[config.mk]
export PLATFORM = sky130hd
export DESIGN_NAME = clk_div_gen
export DESIGN_NICKNAME = d
export VERILOG_FILES = /design/src/rtl/clk_div_gen.sv
export SDC_FILE = /design/constraint.sdc
export NUM_CORES = 1
export LEC_CHECK = 0
export CORE_ASPECT_RATIO = 0.7
export CORE_UTILIZATION = 50
export DETAILED_ROUTE_END_ITERATION = 12
export GPL_TIMING_DRIVEN = 0
export PLACE_DENSITY_LB_ADDON = 0.08
export SYNTH_ARGS = -nofsm -noshare
export SYNTH_HDL_FRONTEND = slang
export SYNTH_SLANG_ARGS = --single-unit
[constraint.sdc]
create_clock -name clk -period 7 [get_ports clk]
set_input_delay 1.4 -clock clk [delete_from_list [all_inputs] [get_ports clk]]
set_output_delay 1.4 -clock clk [all_outputs]
set_load 0.005 [all_outputs]
[src/rtl/clk_div_gen.sv]
// clk_div_gen: programmable clock-enable / divided-clock generator.
// A counter runs 0..div_act-1 and raises a one-cycle tick on the terminal edge.
// d_clk either toggles once per period (TOGGLE) or copies the tick (PULSE).
// A new divisor is staged in a shadow register and only becomes active on a
// period boundary, so the divided clock never sees a shortened period.
// While the generator is idle (disabled or divisor 0), a load applies at once.

module clk_div_gen #(
   parameter int CNT_W       = 27,
   parameter int DEFAULT_DIV = 500000
) (
   input  logic             clk,
   input  logic             rst_n,
   input  logic             en,
   input  logic             sync_clr,
   input  logic             mode,
   input  logic             load,
   input  logic [CNT_W-1:0] div_in,
   output logic             d_clk,
   output logic             tick,
   output logic [CNT_W-1:0] cnt_o,
   output logic             pending,
   output logic             div_err
);

   localparam logic [CNT_W-1:0] DIV_RST = CNT_W'(DEFAULT_DIV);
   localparam logic [CNT_W-1:0] CNT_ONE = CNT_W'(1);

   localparam logic MODE_TOGGLE = 1'b0;
   localparam logic MODE_PULSE  = 1'b1;

   // Per-edge action, decoded once in priority order.
   localparam logic [2:0] OP_COUNT     = 3'd0;
   localparam logic [2:0] OP_TERM      = 3'd1;
   localparam logic [2:0] OP_HOLD      = 3'd2;
   localparam logic [2:0] OP_IDLE_LOAD = 3'd3;
   localparam logic [2:0] OP_CLEAR     = 3'd4;

   logic [CNT_W-1:0] cnt_q,     cnt_d;
   logic [CNT_W-1:0] div_act_q, div_act_d;
   logic [CNT_W-1:0] div_shd_q, div_shd_d;
   logic             pending_q, pending_d;
   logic             d_clk_q,   d_clk_d;
   logic             tick_q,    tick_d;
   logic             div_err_q, div_err_d;

   logic [CNT_W-1:0] div_m1;
   logic             div_zero;
   logic             idle;
   logic             at_term;
   logic             overrun;
   logic [2:0]       op;

   // Next count for a running counter: advance, or wrap silently when a
   // shrunken divisor left the count beyond the new terminal value.
   function automatic logic [CNT_W-1:0] next_count(input logic [CNT_W-1:0] cur,
                                                   input logic             past_end);
      if (past_end) begin
         next_count = '0;
      end else begin
         next_count = cur + CNT_ONE;
      end
   endfunction

   // Terminal and idle qualifiers; div_m1 is taken in CNT_W bits and only used
   // when the divisor is nonzero, so the wrap of 0-1 never matters.
   always_comb begin
      div_zero = (div_act_q == '0);
      div_m1   = div_act_q - CNT_ONE;
      idle     = ~en | div_zero;
      at_term  = (cnt_q == div_m1);
      overrun  = (cnt_q > div_m1);
   end

   // Action decode: sync_clr > load-while-idle > idle hold > terminal > count.
   always_comb begin
      op = OP_COUNT;
      if (sync_clr) begin
         op = OP_CLEAR;
      end else if (idle && load) begin
         op = OP_IDLE_LOAD;
      end else if (idle) begin
         op = OP_HOLD;
      end else if (at_term) begin
         op = OP_TERM;
      end
   end

   // Counter next state.
   always_comb begin
      cnt_d = cnt_q;
      case (op)
         OP_CLEAR:     cnt_d = '0;
         OP_IDLE_LOAD: cnt_d = '0;
         OP_HOLD:      cnt_d = div_zero ? '0 : cnt_q;
         OP_TERM:      cnt_d = '0;
         OP_COUNT:     cnt_d = next_count(cnt_q, overrun);
         default:      cnt_d = cnt_q;
      endcase
   end

   // Tick and divided-clock next state.
   always_comb begin
      tick_d  = (op == OP_TERM);
      d_clk_d = d_clk_q;
      case (op)
         OP_CLEAR: d_clk_d = 1'b0;
         OP_TERM:  d_clk_d = (mode == MODE_PULSE) ? 1'b1 : ~d_clk_q;
         default: begin
            // PULSE forces d_clk low off the terminal edge; TOGGLE holds phase.
            if (mode == MODE_PULSE) begin
               d_clk_d = 1'b0;
            end else if (mode == MODE_TOGGLE) begin
               d_clk_d = d_clk_q;
            end
         end
      endcase
   end

   // Divisor shadowing: stage loads mid-period, commit them on a boundary.
   always_comb begin
      div_act_d = div_act_q;
      div_shd_d = div_shd_q;
      pending_d = pending_q;
      case (op)
         OP_CLEAR: begin
            // Clearing is a boundary too; a coincident load is discarded.
            if (pending_q) begin
               div_act_d = div_shd_q;
               pending_d = 1'b0;
            end
         end
         OP_IDLE_LOAD: begin
            div_act_d = div_in;
            div_shd_d = div_in;
            pending_d = 1'b0;
         end
         OP_TERM: begin
            if (load) begin
               div_act_d = div_in;
               div_shd_d = div_in;
               pending_d = 1'b0;
            end else if (pending_q) begin
               div_act_d = div_shd_q;
               pending_d = 1'b0;
            end
         end
         OP_COUNT: begin
            if (load) begin
               div_shd_d = div_in;
               pending_d = 1'b1;
            end
         end
         default: begin
            div_act_d = div_act_q;
         end
      endcase
      div_err_d = (div_act_d == '0);
   end

   // State registers with asynchronous active-low reset.
   always_ff @(posedge clk or negedge rst_n) begin
      if (!rst_n) begin
         cnt_q     <= '0;
         div_act_q <= DIV_RST;
         div_shd_q <= DIV_RST;
         pending_q <= 1'b0;
         d_clk_q   <= 1'b0;
         tick_q    <= 1'b0;
         div_err_q <= 1'b0;
      end else begin
         cnt_q     <= cnt_d;
         div_act_q <= div_act_d;
         div_shd_q <= div_shd_d;
         pending_q <= pending_d;
         d_clk_q   <= d_clk_d;
         tick_q    <= tick_d;
         div_err_q <= div_err_d;
      end
   end

   assign d_clk   = d_clk_q;
   assign tick    = tick_q;
   assign cnt_o   = cnt_q;
   assign pending = pending_q;
   assign div_err = div_err_q;

endmodule

* Word-level counts from Yosys, hierarchy flattened
Index checks and enable logic that the tools add are counted.
** Cells by class
- $lt $le $gt $ge :: 1
- Multiplexer cells :: 17
- Add/subtract/negate cells :: 2
- Bitwise logic cells :: 3
- Divide/modulo/power cells :: 0
- Reductions and logical operators :: 13
- Multiply operators :: 0
- Equal/unequal tests :: 8
- Shifts and indexed selects :: 0
** Operators by type and width (number)
- case mux 27 bit (3 select lines) :: 2
- two-way mux 27 bit :: 5
- zero test 27 bit :: 2
- case mux 27 bit (2 select lines) :: 1
- adder 27 x 1 -> 27 bit, second input constant :: 1
- == test 27 bit :: 1
- > comparator 27 bit :: 1
- subtractor 27 x 1 -> 27 bit, second input constant :: 1
- == test 3 x 2 -> 1 bit, second input constant :: 2
- AND reduction 2 bit :: 3
- nonzero test 3 bit :: 2
- two-way mux 1 bit :: 4
- two-way mux 2 bit :: 2
- inequality test 2 bit, second input constant :: 2
- case mux 1 bit (2 select lines) :: 2
- nonzero test 2 bit :: 2
- == test 3 x 1 -> 1 bit, second input constant :: 1
- == test 3 bit, second input constant :: 1
- zero test 3 bit :: 1
- two-way mux 3 bit :: 1
- OR reduction 3 bit :: 1
- inequality test 2 x 1 -> 1 bit, second input constant :: 1
- inverter 1 bit :: 2
- OR reduction 2 bit :: 1
- other kinds (2) :: 2
** Word-level totals
- Memory bits (writable) :: 0
- Memory bits (read-only) :: 0
- Register bits after elaboration :: 85
- Memories kept :: 0
- Bits in latches :: 0
- Input port bits :: 33
- Output and inout port bits :: 31

* Logic depth before layout (Yosys ltp)
- Depth in word-level cells :: 10
- Depth in mapped cells :: 20

* Least setup slack after synthesis
Ideal clock, no wire load.
- Path type :: register to register
- Start point :: reg div_act_q[1]
- End point :: reg div_err_q, in the netlist div_err
- Setup slack :: 1706 ps
- Stages on the path, launching flop included :: 20
- Arrival :: 5222 ps
- Required time :: 6928 ps
- Cell sequence :: dfrtp_1 -> nor3_1 -> nor3b_1 -> nand2_1 -> nor4_1 -> nand2b_1 -> nor3_1 -> nand2_1 -> nor4_1 -> xnor2_1 -> ha_1 -> nand4_1 -> nor4_1 -> and4_1 -> mux2_2 -> o22ai_4 -> a221o_1 -> or4_1 -> or4_1 -> nor2_1
** On the way
- Word-level cells in the longest chain between the ends :: 9
- Elaborated cells between the ends (all ways) :: 16
- Classes of those cells :: add/sub: 1; eq/ne: 4; mux: 7; bitwise: 1; reduce/logical: 3
** Ends and longest elaborated chain
- from (decl) :: RTL line 40 : logic [CNT_W-1:0] div_act_q, div_act_d;
- from (signal assigned) :: RTL line 173 : div_act_q <= div_act_d;
- subtractor 27 x 1 -> 27 bit :: RTL line 69 : div_m1 = div_act_q - CNT_ONE;
- == test 27 bit :: RTL line 71 : at_term = (cnt_q == div_m1);
- two-way mux 1 bit :: RTL line 84 : end else if (at_term) begin
- two-way mux 2 bit :: RTL line 82 : end else if (idle) begin
- two-way mux 2 bit (*) :: RTL line 80 : end else if (idle && load) begin
- two-way mux 3 bit (*) :: RTL line 78 : if (sync_clr) begin
- == test 3 x 1 -> 1 bit (tied with other cells) :: RTL line 125 : case (op)
- case mux 27 bit (3 select lines) (*) :: RTL line 125
- named net div_act_d[10] :: RTL line 40
- zero test 27 bit (*) :: RTL line 158 : div_err_d = (div_act_d == '0);
- named net div_err_d :: RTL line 45 : logic div_err_q, div_err_d;
- to (signal assigned) :: RTL line 178 : div_err_q <= div_err_d;
- to (decl) :: RTL line 45
The timed path passes the listed nets; every way through them passes the cells marked *.
A chain may end at the register's enable or synchronous reset.

* Final worst setup path
- Start point :: reg div_act_q[0]
- End point :: reg div_err_q, in the netlist div_err
Same word-level chain as after synthesis.

==> results.txt <==
- Internal portion of total power: 0.982 mW
* Vias per inst: 6.43
* Critical-path maximum fanout: 9
* RSZ-0062 raised after global routing: no
- The number of antenna violations at the first check in global routing is 0.
- Number of instances resized during post-cts repair: 0
* Final weighted congestion of routability-driven global placement: 0.921
- Register clock-pin slew on the reported worst setup and hold paths: 0.07 ns
- Sw frac: 31.4%
- The sequential cells in the finished layout cover a total of 0.00214 mm².
- Vias in the first global route: 4,284
- Initial core utilization: 52.9%
- For this run, the number of Yosys warnings is 0.
* Fin Clk Skew: 0.00749 ns
- Entering global routing, the biggest net connects 61 pins.
- CTS Buf Count: 9
- The min-delay analysis places its worst path in the category reg -> reg.
- The most numerous cell type found on the critical path is sky130_fd_sc_hd__nor3_1.
* Number of routed nets with antenna violations: 0
- Clock tree root driver cell: sky130_fd_sc_hd__clkbuf_16
- Leakage power of the design: 2.74 nW
- For the final routed database, the setup TNS stands at 0 ns.
* Post-synthesis sequential area ratio: 40.6%
- Kind of launch point of the worst setup path: flop
- Detailed-placement wirelength estimate: 11,100 µm
- CTS H-Tree Depth: 3
- Average instance area after synthesis: 9.92 µm²
* Final Hold Slack: 0.505 ns
- Slew margin rel.: 36.3%
- The number of cells on the worst reg-to-reg path is 19.
- In this run the critical register-to-register path is captured at div_err$_DFF_PN0_.
- At the worst endpoint, the required time is 7.28 ns.
* Outcome: complete, but fails checks
- From left edge to right edge, the die measures 125 µm.
- In this run the power spent charging and discharging nets is 0.450 mW.
- Post CTS Setup Buffer Count: 0
- Final worst-path cycle share: 94.3%
- On the worst path, the slowest cell contributes a delay of 0.67 ns.
- Sequential Power Share: 42.4%
- Top flip-flop cell by instance count after synthesis: sky130_fd_sc_hd__dfrtp_1
- Area Overhead vs Synth: 21.0%
* Iter 0 DRT Violations: 541
- NumNets Final: 669
- Min-delay src: div_shd_q[4]$_DFFE_PN0P_
- Combinational Power Share: 23.0%
- The post-route netlist has 12.4% of its cells at a drive strength greater than 1.
* Cells along the critical path: nor3_1 -> nor3b_1 -> nand2_1 -> nor4_1 -> nand2b_1 -> nor3_1 -> nand2_1 -> nor3_1 -> xnor2_1 -> ha_1 -> nand4_1 -> nor4_2 -> and4_1 -> mux2i_1 -> a32oi_1 -> o22ai_1 -> or4b_2 -> or4_1 -> nor2_1
- For the worst-skew pair, the clock arrives at the later sink with an insertion delay of 0.34 ns.
* Final setup violation count: 0
* Remaining DRCs: 10
- Core region area: 0.00998 mm²
- Final period demand of the worst path: 6.60 ns
- Share of power burned in the clock network: 34.6%
- Slew @ Worst Pin: 0.929 ns
- Synthesis inferred 85 register bits.
* IO Pins: 64
* Congestion Overflow GR: 0
- The number of failing hold endpoints at the final stage came to 0.
- Die outline height: 88.0 µm
- Number of max-cap violations: 0
- Worst VDD drop: 0.000156 V
* Overall Global Routing Usage: 27.8%
- Routed length per placed instance: 20.1 µm
- Port buffering added 62 buffers.
- Async set or reset register ratio after synthesis: 100%
- Syn Std Cell Area: 0.00529 mm²
- Counting instances, the worst hold path has a depth of 1.
- CTS hold repair buffers: 0
* Number of inserted diodes: 0
* Worst endpoint data arrival time: 6.88 ns
- Power per cell area: 224 mW/mm²
* Worst Hold Path EP: div_shd_q[4]$_DFFE_PN0P_
* TritonCTS Sinks: 85
- After technology mapping, the gate count stands at 533.
* Element type at the critical path end: flop
- The design draws 1.43 mW.
* Reg2reg setup slack: 0.40 ns
* Multi-input gate area: 0.00296 mm²
- Count of flip-flops with a built-in enable after synthesis: 0
- The checks that failed: DRC.
* Buffer levels on the longest clock path: 2
- TritonCTS built the clock tree.
* First-pass DRT Iterations: 9
- Detailed routing inserted a total of 4,759 vias.
* Net Count, Synth: 595
- Number of pins with negative max-slew slack in the final report: 0
- CP Class: reg -> reg
- The final layout contains routed wiring with a total length of 14,800 µm.
* Number of unique standard cell types used by synthesis: 61
- Reg2reg start: div_act_q[0]$_DFF_PN0_
* Maximum frequency from static timing analysis: 151 MHz
- The first global-routing pass estimated 23,300 µm of wire.
- The floorplan has 30 rows.
- On the critical path, the stage with the largest delay is an instance of sky130_fd_sc_hd__or4b_2.
- Die Footprint: 0.0110 mm²
* Filler cell count: 808
cell usage in the layout, fill, tap and decap left out, drive strengths merged, types with 14 or more instances in the layout:
master	netlist	final
and3	17	17
a21oi	26	26
ha	29	29
clkbuf	21	31
nand2	30	30
dfrtp	71	71
xnor2	20	20
dfstp	14	14
a31oi	16	16
clkdlybuf4s50	0	61
inv	19	21
nor3	16	16
a21o	15	15
nor2	31	31
mux2	27	27
sequential cells by signal (all words and copies together) (netlist names):
signal / cells
cnt_o: 27
d_clk: 1
div_act_q: 27
div_err: 1
div_shd_q: 27
pending: 1
tick: 1
Yosys cell counts, types with 4 or more instances:
library cell	count	area, µm²
sky130_fd_sc_hd__dfrtp_1	71	1780
sky130_fd_sc_hd__nor2_1	31	116
sky130_fd_sc_hd__nand2_1	30	113
sky130_fd_sc_hd__ha_1	29	363
sky130_fd_sc_hd__mux2_2	27	304
sky130_fd_sc_hd__a21oi_1	26	130
sky130_fd_sc_hd__clkbuf_1	21	78.8
sky130_fd_sc_hd__xnor2_1	20	175
sky130_fd_sc_hd__inv_1	19	71.3
sky130_fd_sc_hd__and3_1	17	106
sky130_fd_sc_hd__a31oi_1	16	100
sky130_fd_sc_hd__a21o_1	15	113
sky130_fd_sc_hd__nor3_1	15	75.1
sky130_fd_sc_hd__dfstp_2	14	368
sky130_fd_sc_hd__nand2b_1	13	81.3
sky130_fd_sc_hd__o21ai_0	13	65.1
sky130_fd_sc_hd__a32oi_1	12	105
sky130_fd_sc_hd__mux2i_1	12	120
sky130_fd_sc_hd__nand3_1	11	55.1
sky130_fd_sc_hd__nand4_1	11	68.8
sky130_fd_sc_hd__nor4_1	11	68.8
sky130_fd_sc_hd__o22ai_1	11	68.8
sky130_fd_sc_hd__o211ai_1	7	52.6
sky130_fd_sc_hd__a222oi_1	6	60.1
sky130_fd_sc_hd__xor2_1	6	52.6
sky130_fd_sc_hd__or4_1	5	37.5
sky130_fd_sc_hd__a221o_1	4	40.0
sky130_fd_sc_hd__and2_1	4	25.0
sky130_fd_sc_hd__and4_1	4	35.0
sky130_fd_sc_hd__buf_2	4	20.0
sky130_fd_sc_hd__nor2b_1	4	25.0
power by group through the flow:
stage / sequential (mW) / combinational [mW] / clock, mW
after floorplan: 0.595 / 0.224 / 0
after global placement: 0.611 / 0.308 / 0
after detailed placement: 0.613 / 0.322 / 0
after CTS: 0.605 / 0.325 / 0.497
after global routing: 0.613 / 0.361 / 0.517
final: 0.607 / 0.330 / 0.496
worst max-delay path by stage:
stage	from	to	slack (ns)	cells after the start
after floorplan	div_act_q[1]$_DFF_PN0_	div_err$_DFF_PN0_	1.71	19
after detailed placement	div_act_q[2]$_DFF_PN0_	div_err$_DFF_PN0_	0.45	19
after CTS	div_act_q[2]$_DFF_PN0_	div_err$_DFF_PN0_	0.43	19
after global placement	div_act_q[2]$_DFF_PN0_	div_err$_DFF_PN0_	0.52	19
after global routing	div_act_q[2]$_DFF_PN0_	div_err$_DFF_PN0_	0.09	19
final	div_act_q[0]$_DFF_PN0_	div_err$_DFF_PN0_	0.40	19
through the flow:
stage / setup WS [ns] / cells / util, % / area (µm²)
after floorplan: 1.71 / 533 / - / 5290
after global placement: 0.525 / 723 / 60.8 / 6070
after detailed placement: 0.448 / 724 / 61.0 / 6090
after CTS: 0.429 / 740 / 64.0 / 6390
after global routing: 0.0902 / 740 / 64.1 / 6400
final: 0.397 / 740 / 64.1 / 6400
routing by layer:
metal | up-vias | track usage (%) | wire [µm]
met4 | 0 | 7.21 | 144
met5 | - | 0 | 0
met2 | 219 | 40.0 | 6190
met1 | 2346 | 42.1 | 7380
met3 | 15 | 6.29 | 1130
li1 | 2179 | - | -
layout make-up:
type,count,area share (%)
multi-input combinational,400,46.2
sequential,85,33.5
tap,128,2.50
inverter,19,1.11
clock inverter,6,1.11
timing repair buffer,63,10.1
buffer,29,1.90
clock buffer,10,3.58
critical path: cells and delay by family (launching register included):
family / cells / cell delay (ns)
multiplexers: 1 / 0.34
XOR/XNOR: 1 / 0.11
adder cells (fa/ha/maj): 1 / 0.30
AND/OR/NAND/NOR: 14 / 4.86
flip-flops: 1 / 0.48
AO/OA/AOI/OAI: 2 / 0.42
cells by family after synthesis:
family	count (synthesis)	share of synthesized area, %
flip-flops	85	40.6
buffers and inverters	48	3.65
multiplexers	39	8.02
XOR/XNOR	26	4.31
AND/OR/NAND/NOR	168	17.7
AO/OA/AOI/OAI	138	18.9
adder cells (fa/ha/maj)	29	6.86
(Power assumes the default switching activity.)
